### src/rtl/video_scan_reader_if.sv
// video_scan_reader_if: host bus, videoMem read port and video output bundle.
interface video_scan_reader_if;
    logic [15:0] mm_addr;
    logic        mm_we;
    logic [15:0] mm_wdata;
    logic [18:0] raddr;
    logic [5:0]  rdata;
    logic [7:0]  vga_r;
    logic [7:0]  vga_g;
    logic [7:0]  vga_b;
    logic        hsync;
    logic        vsync;
    logic        blank_n;
    logic        frame_start;

    // Scan-out engine side
    modport slave (
        input  mm_addr, mm_we, mm_wdata, rdata,
        output raddr, vga_r, vga_g, vga_b, hsync, vsync, blank_n, frame_start
    );

    // Host/memory/display side
    modport master (
        output mm_addr, mm_we, mm_wdata, rdata,
        input  raddr, vga_r, vga_g, vga_b, hsync, vsync, blank_n, frame_start
    );
endinterface

### src/rtl/video_scan_reader.sv
// video_scan_reader: 640x480 scan-out timing, linear videoMem address generation,
// 2-bit colour expansion and a frame-synchronous control register (CTL @ 0xC00B).
// Optional feature macro: VID_TEST_PATTERN_EN adds the 8-bar test pattern (CTL bit15).
// Timing: counters (stage0) -> raddr/sync/blank (stage1) -> registered outputs (stage2).
module video_scan_reader #(
    parameter int unsigned H_VISIBLE    = 640,
    parameter int unsigned H_SYNC_START = 656,
    parameter int unsigned H_SYNC_END   = 751,
    parameter int unsigned H_TOTAL      = 800,
    parameter int unsigned V_VISIBLE    = 480,
    parameter int unsigned V_SYNC_START = 490,
    parameter int unsigned V_SYNC_END   = 491,
    parameter int unsigned V_TOTAL      = 525
) (
    input  logic               clk,
    input  logic               rst_n,
    video_scan_reader_if.slave bus
);

    localparam int unsigned HCNT_W = 10;
    localparam int unsigned VCNT_W = 10;
    localparam int unsigned ADDR_W = 19;
    localparam int unsigned PIX_W  = 6;
    localparam int unsigned CTL_W  = 16;
    localparam logic [15:0] CTL_ADDR = 16'hC00B;

    logic [HCNT_W-1:0] hcnt;
    logic [HCNT_W-1:0] hcnt_next;
    logic [VCNT_W-1:0] vcnt;
    logic [VCNT_W-1:0] vcnt_next;
    logic [ADDR_W-1:0] raddr_q;
    logic [ADDR_W-1:0] raddr_next;
    logic              frame_end;
    logic              vis0;
    logic              hs0;
    logic              vs0;
    logic              fs0;

    logic [CTL_W-1:0]  ctl_shadow;
    logic [CTL_W-1:0]  ctl_active;

    logic              vis1;
    logic              hs1;
    logic              vs1;
    logic              fs1;

    logic [PIX_W-1:0]  src_pix;
    logic [PIX_W-1:0]  pix;

    logic [7:0]        vga_r_q;
    logic [7:0]        vga_g_q;
    logic [7:0]        vga_b_q;
    logic              hsync_q;
    logic              vsync_q;
    logic              blank_n_q;
    logic              frame_start_q;
    logic              unused_ctl;

    // Next counter position and the address of the pixel at that position
    always_comb begin
        logic h_wrap;
        logic visible_next;
        h_wrap       = (hcnt == HCNT_W'(H_TOTAL - 1));
        frame_end    = h_wrap && (vcnt == VCNT_W'(V_TOTAL - 1));
        hcnt_next    = h_wrap ? '0 : hcnt + 1'b1;
        vcnt_next    = vcnt;
        if (h_wrap) begin
            vcnt_next = frame_end ? '0 : vcnt + 1'b1;
        end
        visible_next = (hcnt_next < HCNT_W'(H_VISIBLE)) && (vcnt_next < VCNT_W'(V_VISIBLE));
        // Linear address by increment only; held through blanking, restarts each frame
        raddr_next   = raddr_q;
        if (frame_end) begin
            raddr_next = '0;
        end else if (visible_next) begin
            raddr_next = raddr_q + 1'b1;
        end
    end

    // Stage0 decode of the current counter position
    always_comb begin
        vis0 = (hcnt < HCNT_W'(H_VISIBLE)) && (vcnt < VCNT_W'(V_VISIBLE));
        hs0  = !((hcnt >= HCNT_W'(H_SYNC_START)) && (hcnt <= HCNT_W'(H_SYNC_END)));
        vs0  = !((vcnt >= VCNT_W'(V_SYNC_START)) && (vcnt <= VCNT_W'(V_SYNC_END)));
        fs0  = (hcnt == '0) && (vcnt == '0);
    end

    // Counters and raddr; raddr always holds the address of the current counter position
    always_ff @(posedge clk or negedge rst_n) begin
        if (!rst_n) begin
            hcnt    <= '0;
            vcnt    <= '0;
            raddr_q <= '0;
        end else begin
            hcnt    <= hcnt_next;
            vcnt    <= vcnt_next;
            raddr_q <= raddr_next;
        end
    end

    // CTL shadow takes bus writes; active copy only changes at the frame boundary
    always_ff @(posedge clk or negedge rst_n) begin
        if (!rst_n) begin
            ctl_shadow <= '0;
            ctl_active <= '0;
        end else begin
            if (bus.mm_we && (bus.mm_addr == CTL_ADDR)) begin
                ctl_shadow <= bus.mm_wdata;
            end
            if (frame_end) begin
                ctl_active <= ctl_shadow;
            end
        end
    end

    // Stage1: timing flags delayed to line up with rdata
    always_ff @(posedge clk or negedge rst_n) begin
        if (!rst_n) begin
            vis1 <= 1'b0;
            hs1  <= 1'b1;
            vs1  <= 1'b1;
            fs1  <= 1'b0;
        end else begin
            vis1 <= vis0;
            hs1  <= hs0;
            vs1  <= vs0;
            fs1  <= fs0;
        end
    end

`ifdef VID_TEST_PATTERN_EN
    logic [2:0] bar0;
    logic [2:0] bar1;

    // Bar index hcnt/80 by threshold compare, avoiding a divider
    always_comb begin
        bar0 = '0;
        for (int unsigned i = 1; i < 8; i++) begin
            if (hcnt >= HCNT_W'(i * 80)) begin
                bar0 = 3'(i);
            end
        end
    end

    // Bar index follows the pixel into stage1
    always_ff @(posedge clk or negedge rst_n) begin
        if (!rst_n) begin
            bar1 <= '0;
        end else begin
            bar1 <= bar0;
        end
    end

    // Pixel source: memory or test bars
    always_comb begin
        src_pix = bus.rdata;
        if (ctl_active[15]) begin
            src_pix = {bar1[2], bar1[2], bar1[1], bar1[1], bar1[0], bar1[0]};
        end
    end

    assign unused_ctl = ^ctl_active[14:7];
`else
    // Pixel source: memory only
    always_comb begin
        src_pix = bus.rdata;
    end

    assign unused_ctl = ^ctl_active[15:7];
`endif

    // Display enable selects video or the background colour; active CTL is stable
    // across every visible pixel since it only changes deep in vertical blanking
    always_comb begin
        pix = ctl_active[0] ? src_pix : ctl_active[6:1];
    end

    // Stage2: registered outputs, colour forced to black outside the visible area
    always_ff @(posedge clk or negedge rst_n) begin
        if (!rst_n) begin
            vga_r_q       <= '0;
            vga_g_q       <= '0;
            vga_b_q       <= '0;
            hsync_q       <= 1'b1;
            vsync_q       <= 1'b1;
            blank_n_q     <= 1'b0;
            frame_start_q <= 1'b0;
        end else begin
            vga_r_q       <= vis1 ? {4{pix[5:4]}} : 8'h00;
            vga_g_q       <= vis1 ? {4{pix[3:2]}} : 8'h00;
            vga_b_q       <= vis1 ? {4{pix[1:0]}} : 8'h00;
            hsync_q       <= hs1;
            vsync_q       <= vs1;
            blank_n_q     <= vis1;
            frame_start_q <= fs1;
        end
    end

    assign bus.raddr       = raddr_q;
    assign bus.vga_r       = vga_r_q;
    assign bus.vga_g       = vga_g_q;
    assign bus.vga_b       = vga_b_q;
    assign bus.hsync       = hsync_q;
    assign bus.vsync       = vsync_q;
    assign bus.blank_n     = blank_n_q;
    assign bus.frame_start = frame_start_q;

endmodule

### src/flat_wrapper.sv
// flat-port wrapper written by rule: the top's interface ports become plain ports
module video_scan_reader_flat 
#(
    parameter int unsigned H_VISIBLE    = 640,
    parameter int unsigned H_SYNC_START = 656,
    parameter int unsigned H_SYNC_END   = 751,
    parameter int unsigned H_TOTAL      = 800,
    parameter int unsigned V_VISIBLE    = 480,
    parameter int unsigned V_SYNC_START = 490,
    parameter int unsigned V_SYNC_END   = 491,
    parameter int unsigned V_TOTAL      = 525
)
  (clk, rst_n, bus_mm_addr, bus_mm_we, bus_mm_wdata, bus_rdata, bus_raddr, bus_vga_r, bus_vga_g, bus_vga_b, bus_hsync, bus_vsync, bus_blank_n, bus_frame_start);
  video_scan_reader_if bus_i ();
  input  logic clk;
  input  logic rst_n;
  input wire logic [$bits(bus_i.mm_addr)-1:0] bus_mm_addr;
  input wire logic [$bits(bus_i.mm_we)-1:0] bus_mm_we;
  input wire logic [$bits(bus_i.mm_wdata)-1:0] bus_mm_wdata;
  input wire logic [$bits(bus_i.rdata)-1:0] bus_rdata;
  output wire logic [$bits(bus_i.raddr)-1:0] bus_raddr;
  output wire logic [$bits(bus_i.vga_r)-1:0] bus_vga_r;
  output wire logic [$bits(bus_i.vga_g)-1:0] bus_vga_g;
  output wire logic [$bits(bus_i.vga_b)-1:0] bus_vga_b;
  output wire logic [$bits(bus_i.hsync)-1:0] bus_hsync;
  output wire logic [$bits(bus_i.vsync)-1:0] bus_vsync;
  output wire logic [$bits(bus_i.blank_n)-1:0] bus_blank_n;
  output wire logic [$bits(bus_i.frame_start)-1:0] bus_frame_start;
  assign bus_i.mm_addr = bus_mm_addr;
  assign bus_i.mm_we = bus_mm_we;
  assign bus_i.mm_wdata = bus_mm_wdata;
  assign bus_i.rdata = bus_rdata;
  assign bus_raddr = bus_i.raddr;
  assign bus_vga_r = bus_i.vga_r;
  assign bus_vga_g = bus_i.vga_g;
  assign bus_vga_b = bus_i.vga_b;
  assign bus_hsync = bus_i.hsync;
  assign bus_vsync = bus_i.vsync;
  assign bus_blank_n = bus_i.blank_n;
  assign bus_frame_start = bus_i.frame_start;
  video_scan_reader #(.H_VISIBLE(H_VISIBLE), .H_SYNC_START(H_SYNC_START), .H_SYNC_END(H_SYNC_END), .H_TOTAL(H_TOTAL), .V_VISIBLE(V_VISIBLE), .V_SYNC_START(V_SYNC_START), .V_SYNC_END(V_SYNC_END), .V_TOTAL(V_TOTAL)) u_core (.clk(clk), .rst_n(rst_n), .bus(bus_i));
endmodule
### config.mk
export PLATFORM = sky130hd
export DESIGN_NAME = video_scan_reader_flat
export DESIGN_NICKNAME = d
export VERILOG_FILES = /design/src/rtl/video_scan_reader_if.sv /design/src/rtl/video_scan_reader.sv /design/src/flat_wrapper.sv
export SDC_FILE = /design/constraint.sdc
export NUM_CORES = 1
export LEC_CHECK = 0
export CELL_PAD_IN_SITES_DETAIL_PLACEMENT = 0
export CELL_PAD_IN_SITES_GLOBAL_PLACEMENT = 1
export CORE_ASPECT_RATIO = 0.7
export CORE_MARGIN = 2
export CORE_UTILIZATION = 43
export DETAILED_ROUTE_END_ITERATION = 6
export DONT_BUFFER_PORTS = 1
export PLACE_DENSITY = 0.83
export SYNTH_ARGS = -nofsm -noshare
export SYNTH_HDL_FRONTEND = slang
export SYNTH_SLANG_ARGS = --single-unit
### constraint.sdc
create_clock -name clk -period 2.88 [get_ports clk]
set_input_delay 0.576 -clock clk [delete_from_list [all_inputs] [get_ports clk]]
set_output_delay 0.576 -clock clk [all_outputs]
set_load 0.005 [all_outputs]
==> impl_results.md, run 1 <==
- Maximum vdd ir drop: 0.391 mV
- Class of the most critical setup path: flip-flop to flip-flop
- CTS tree: built
- Power Density: 552 nW/um^2
- Sink Count: 67
- Final Hold Vio Count: 0
- Crit path arrival time: 2990 ps
- Final ANT Viol Nets: 0
- WL/cell: 17.2 um
- Max Slew Vio Count: 0
- Via/cell ratio: 5.71
- Clk_lat worst skew: 330 ps
- Setup violators final: 0
- YS warnings: 0
- Slowest stage delay, CP: 550 ps
- Critical-path top delay cell: or4_4
- Synth Flop Type: dfrtp_1
- Worst min path class: input pin to async pin
- Vias in the first global route: 2436
- Synth async-reset ratio: 100%
- CP delay by family, top: simple AND/OR/NAND/NOR gates
- CP required: 3130 ps
- Core ar.: 7800 um^2
- Worst-path clk slew: 60 ps
- CP endpoint kind: flip-flop
- Clk_skew: 5.15 ps
- P&R area growth vs syn: 10.4%
- Via total after detailed routing: 2485
- Die Span Y: 78.7 um
- Starting density of the core: 44.0%
- Die width: 111 um
- Leak: 1.62 nW
- Comb power frac: 1.1%
- Clock tree buffer depth: 2
- Tcrit/Tclk final: 95.2%
- Sequential share of power: 45.1%
- Fin Setup TNS: 0 ps
- Area leader, netlist: dfrtp_1
- Worst Path Max Fanout: 33
- Initial antenna violation count: 0
- Worst slew pin tran: 714 ps
- Inserted Diodes: 0
- DRT iter0 DRCs: 216
- Routed wire length: 7470 um
- Largest net degree at the start of global routing: 64
- Total CTS buffers: 9
- Status: completed
- Maxcap violations: 0
- Clock Power Share: 53.8%
- Syn Area/Cell: 10.2 um^2
- Layout cells sized above 1: 15.3%
- Share of the synthesized area in the top cell type: 46.0%
- Slew headroom: 52.3%
- Post-synth EDFFs: 0
- Peak Freq: 365 MHz
- Routability cong.: 0.777
- Final min period: 2740 ps
- Port-buffer cells: 0
- Global route total overflow: 0
- Num ports: 88
- Synth area leaders: dfrtp_1 46%, buf_4 4.2%, nand2_1 3.7%
- Unique masters post-synth: 50
- Synthesized Nets: 385
- Unrepaired setup endpoints after global routing: no
- Detailed Place HPWL: 4980 um
- #FFs+latches synth: 67
- Bufs and invs on worst path: 0
- Die Footprint: 8720 um^2
- Root buf cell: clkbuf_16
- Hold Worst Slack: 91.3 ps
- P_int: 1.67 mW
- Sw Share: 20.2%
- Synth top cells by count: 63 x dfrtp_1, 34 x nand2_1, 20 x nand3_1, 19 x buf_4, 18 x a21oi_1
- Nets: 376
- DRC Markers: 0
- Layout Utilization: 48.5%
- Net Switching: 0.423 mW
- CTS H-tree depth: 3
- Gate Count Post-Synth: 338
- Drt first pass iters: 4
- Mapped Area: 3430 um^2
- Element type at the critical path start: flip-flop
- Cell with the most instances after synthesis: dfrtp_1
- Rows: 27
- Gr usage total: 17.9%
- First-pass GRT wire length: 12400 um
- Sequential area share after synthesis: 49.0%
- Crit-path cells: or3b_1, or4_4, xnor2_1, a41o_4, or4_1, a21oi_1
-- through the flow --
stage	setup WS [ps]	cells	total power, mW	area [um^2]
after CTS	47.2	435	2.11	3780
final	139	435	2.09	3790
after detailed placement	60.1	418	0.961	3440
after floorplan	170	338	0.961	3430
after global placement	154	418	0.961	3440
after global routing	30.8	435	2.16	3790
-- power by group through the flow --
| stage | Clock (mW) | Combinational (mW) | Sequential (mW) |
|---|---|---|---|
| after floorplan | 0 | 0.00187 | 0.959 |
| after global placement | 0 | 0.00203 | 0.959 |
| after detailed placement | 0 | 0.00210 | 0.959 |
| after CTS | 1.14 | 0.0242 | 0.942 |
| after global routing | 1.19 | 0.0266 | 0.942 |
| final | 1.13 | 0.0226 | 0.942 |
-- registers in the layout, summed over array words and instances (netlist names) --
register and cells:
u_core.bus.vga_r 2, u_core.hcnt 10, u_core.ctl_shadow 7, u_core.vs1 1
u_core.bus.vsync 1, u_core.bus.frame_start 1, u_core.vcnt 10, u_core.ctl_active 7
u_core.bus.vga_b 2, u_core.hs1 1, u_core.bus.blank_n 1, u_core.bus.raddr 19
u_core.bus.vga_g 2, u_core.vis1 1, u_core.bus.hsync 1, u_core.fs1 1
-- layer usage --
metal | share of wire [%] | vias up | GRT usage (%)
li1 | - | 1195 | -
met1 | 51 | 1198 | 25.0
met2 | 43 | 79 | 25.9
met3 | 5.1 | 13 | 5.50
met4 | 1.4 | 0 | 7.25
met5 | 0 | - | 0
-- cell usage in the layout (no fill, tap or decap), types with 5 or more instances in the layout --
| master | count |
|---|---|
| ha_1 | 6 |
| clkbuf_16 | 9 |
| inv_1 | 6 |
| nand3_1 | 20 |
| mux2_2 | 8 |
| or4_1 | 16 |
| a21oi_1 | 18 |
| nor2_1 | 12 |
| nand4_1 | 8 |
| xor2_1 | 7 |
| dfrtp_1 | 63 |
| xnor2_1 | 7 |
| o31ai_1 | 14 |
| nand2_1 | 34 |
| and3_1 | 8 |
| nor2b_1 | 9 |
| o21ai_0 | 7 |
| buf_4 | 14 |
| nor3_1 | 5 |
| nor4_1 | 8 |
| mux2i_1 | 6 |
-- final cells by class --
type,instances,area (um^2)
clock buffer,11,253
inverter,7,28.8
fill,711,4020
clock inverter,5,60.1
multi-input combinational,229,1510
timing repair buffer,15,133
tap,101,126
sequential,67,1680
-- cells by family (layout without fill, tap and decap cells) --
| family | Yosys count | after routing | synth area share, % |
|---|---|---|---|
| multiplexers | 14 | 14 | 4.38 |
| flip-flops | 67 | 67 | 49.0 |
| buffers and inverters | 42 | 38 | 7.44 |
| XOR/XNOR | 14 | 14 | 3.57 |
| adder cells (fa/ha/maj) | 6 | 6 | 2.19 |
| AO/OA/AOI/OAI | 53 | 53 | 10.2 |
| AND/OR/NAND/NOR | 142 | 142 | 23.2 |
-- timing repair --
action                     in CTS  in global routing
hold buffers                    1                  0
setup endpoints to repair       0                 14
hold endpoints to repair       63                  0
setup buffers                   0                  0
resized for setup               0                  1
-- path summary, 6_finish.rpt --
kind | slack, ps | endpoint | depth (start not counted) | from
hold / removal | 90 | u_core.vs1 | 0 | rst_n
max in group asynchronous | 2500 | u_core.bus.raddr[9] | 1 | rst_n
min in group clk | 350 | u_core.bus.frame_start | 0 | u_core.fs1
setup reg to reg | 140 | u_core.bus.raddr[16] | 6 | u_core.hcnt[5]
hold reg to reg | 350 | u_core.bus.frame_start | 0 | u_core.fs1
setup / recovery | 140 | u_core.bus.raddr[16] | 6 | u_core.hcnt[5]
Power figures use the tool's default switching activity.
==> run 2, diff against run 1 <==
Settings changed: CTS_CLUSTER_SIZE set to 20.
==> results of run 2 <==
Same layout as run 1: the final DEF is identical, and so are final timing and power.
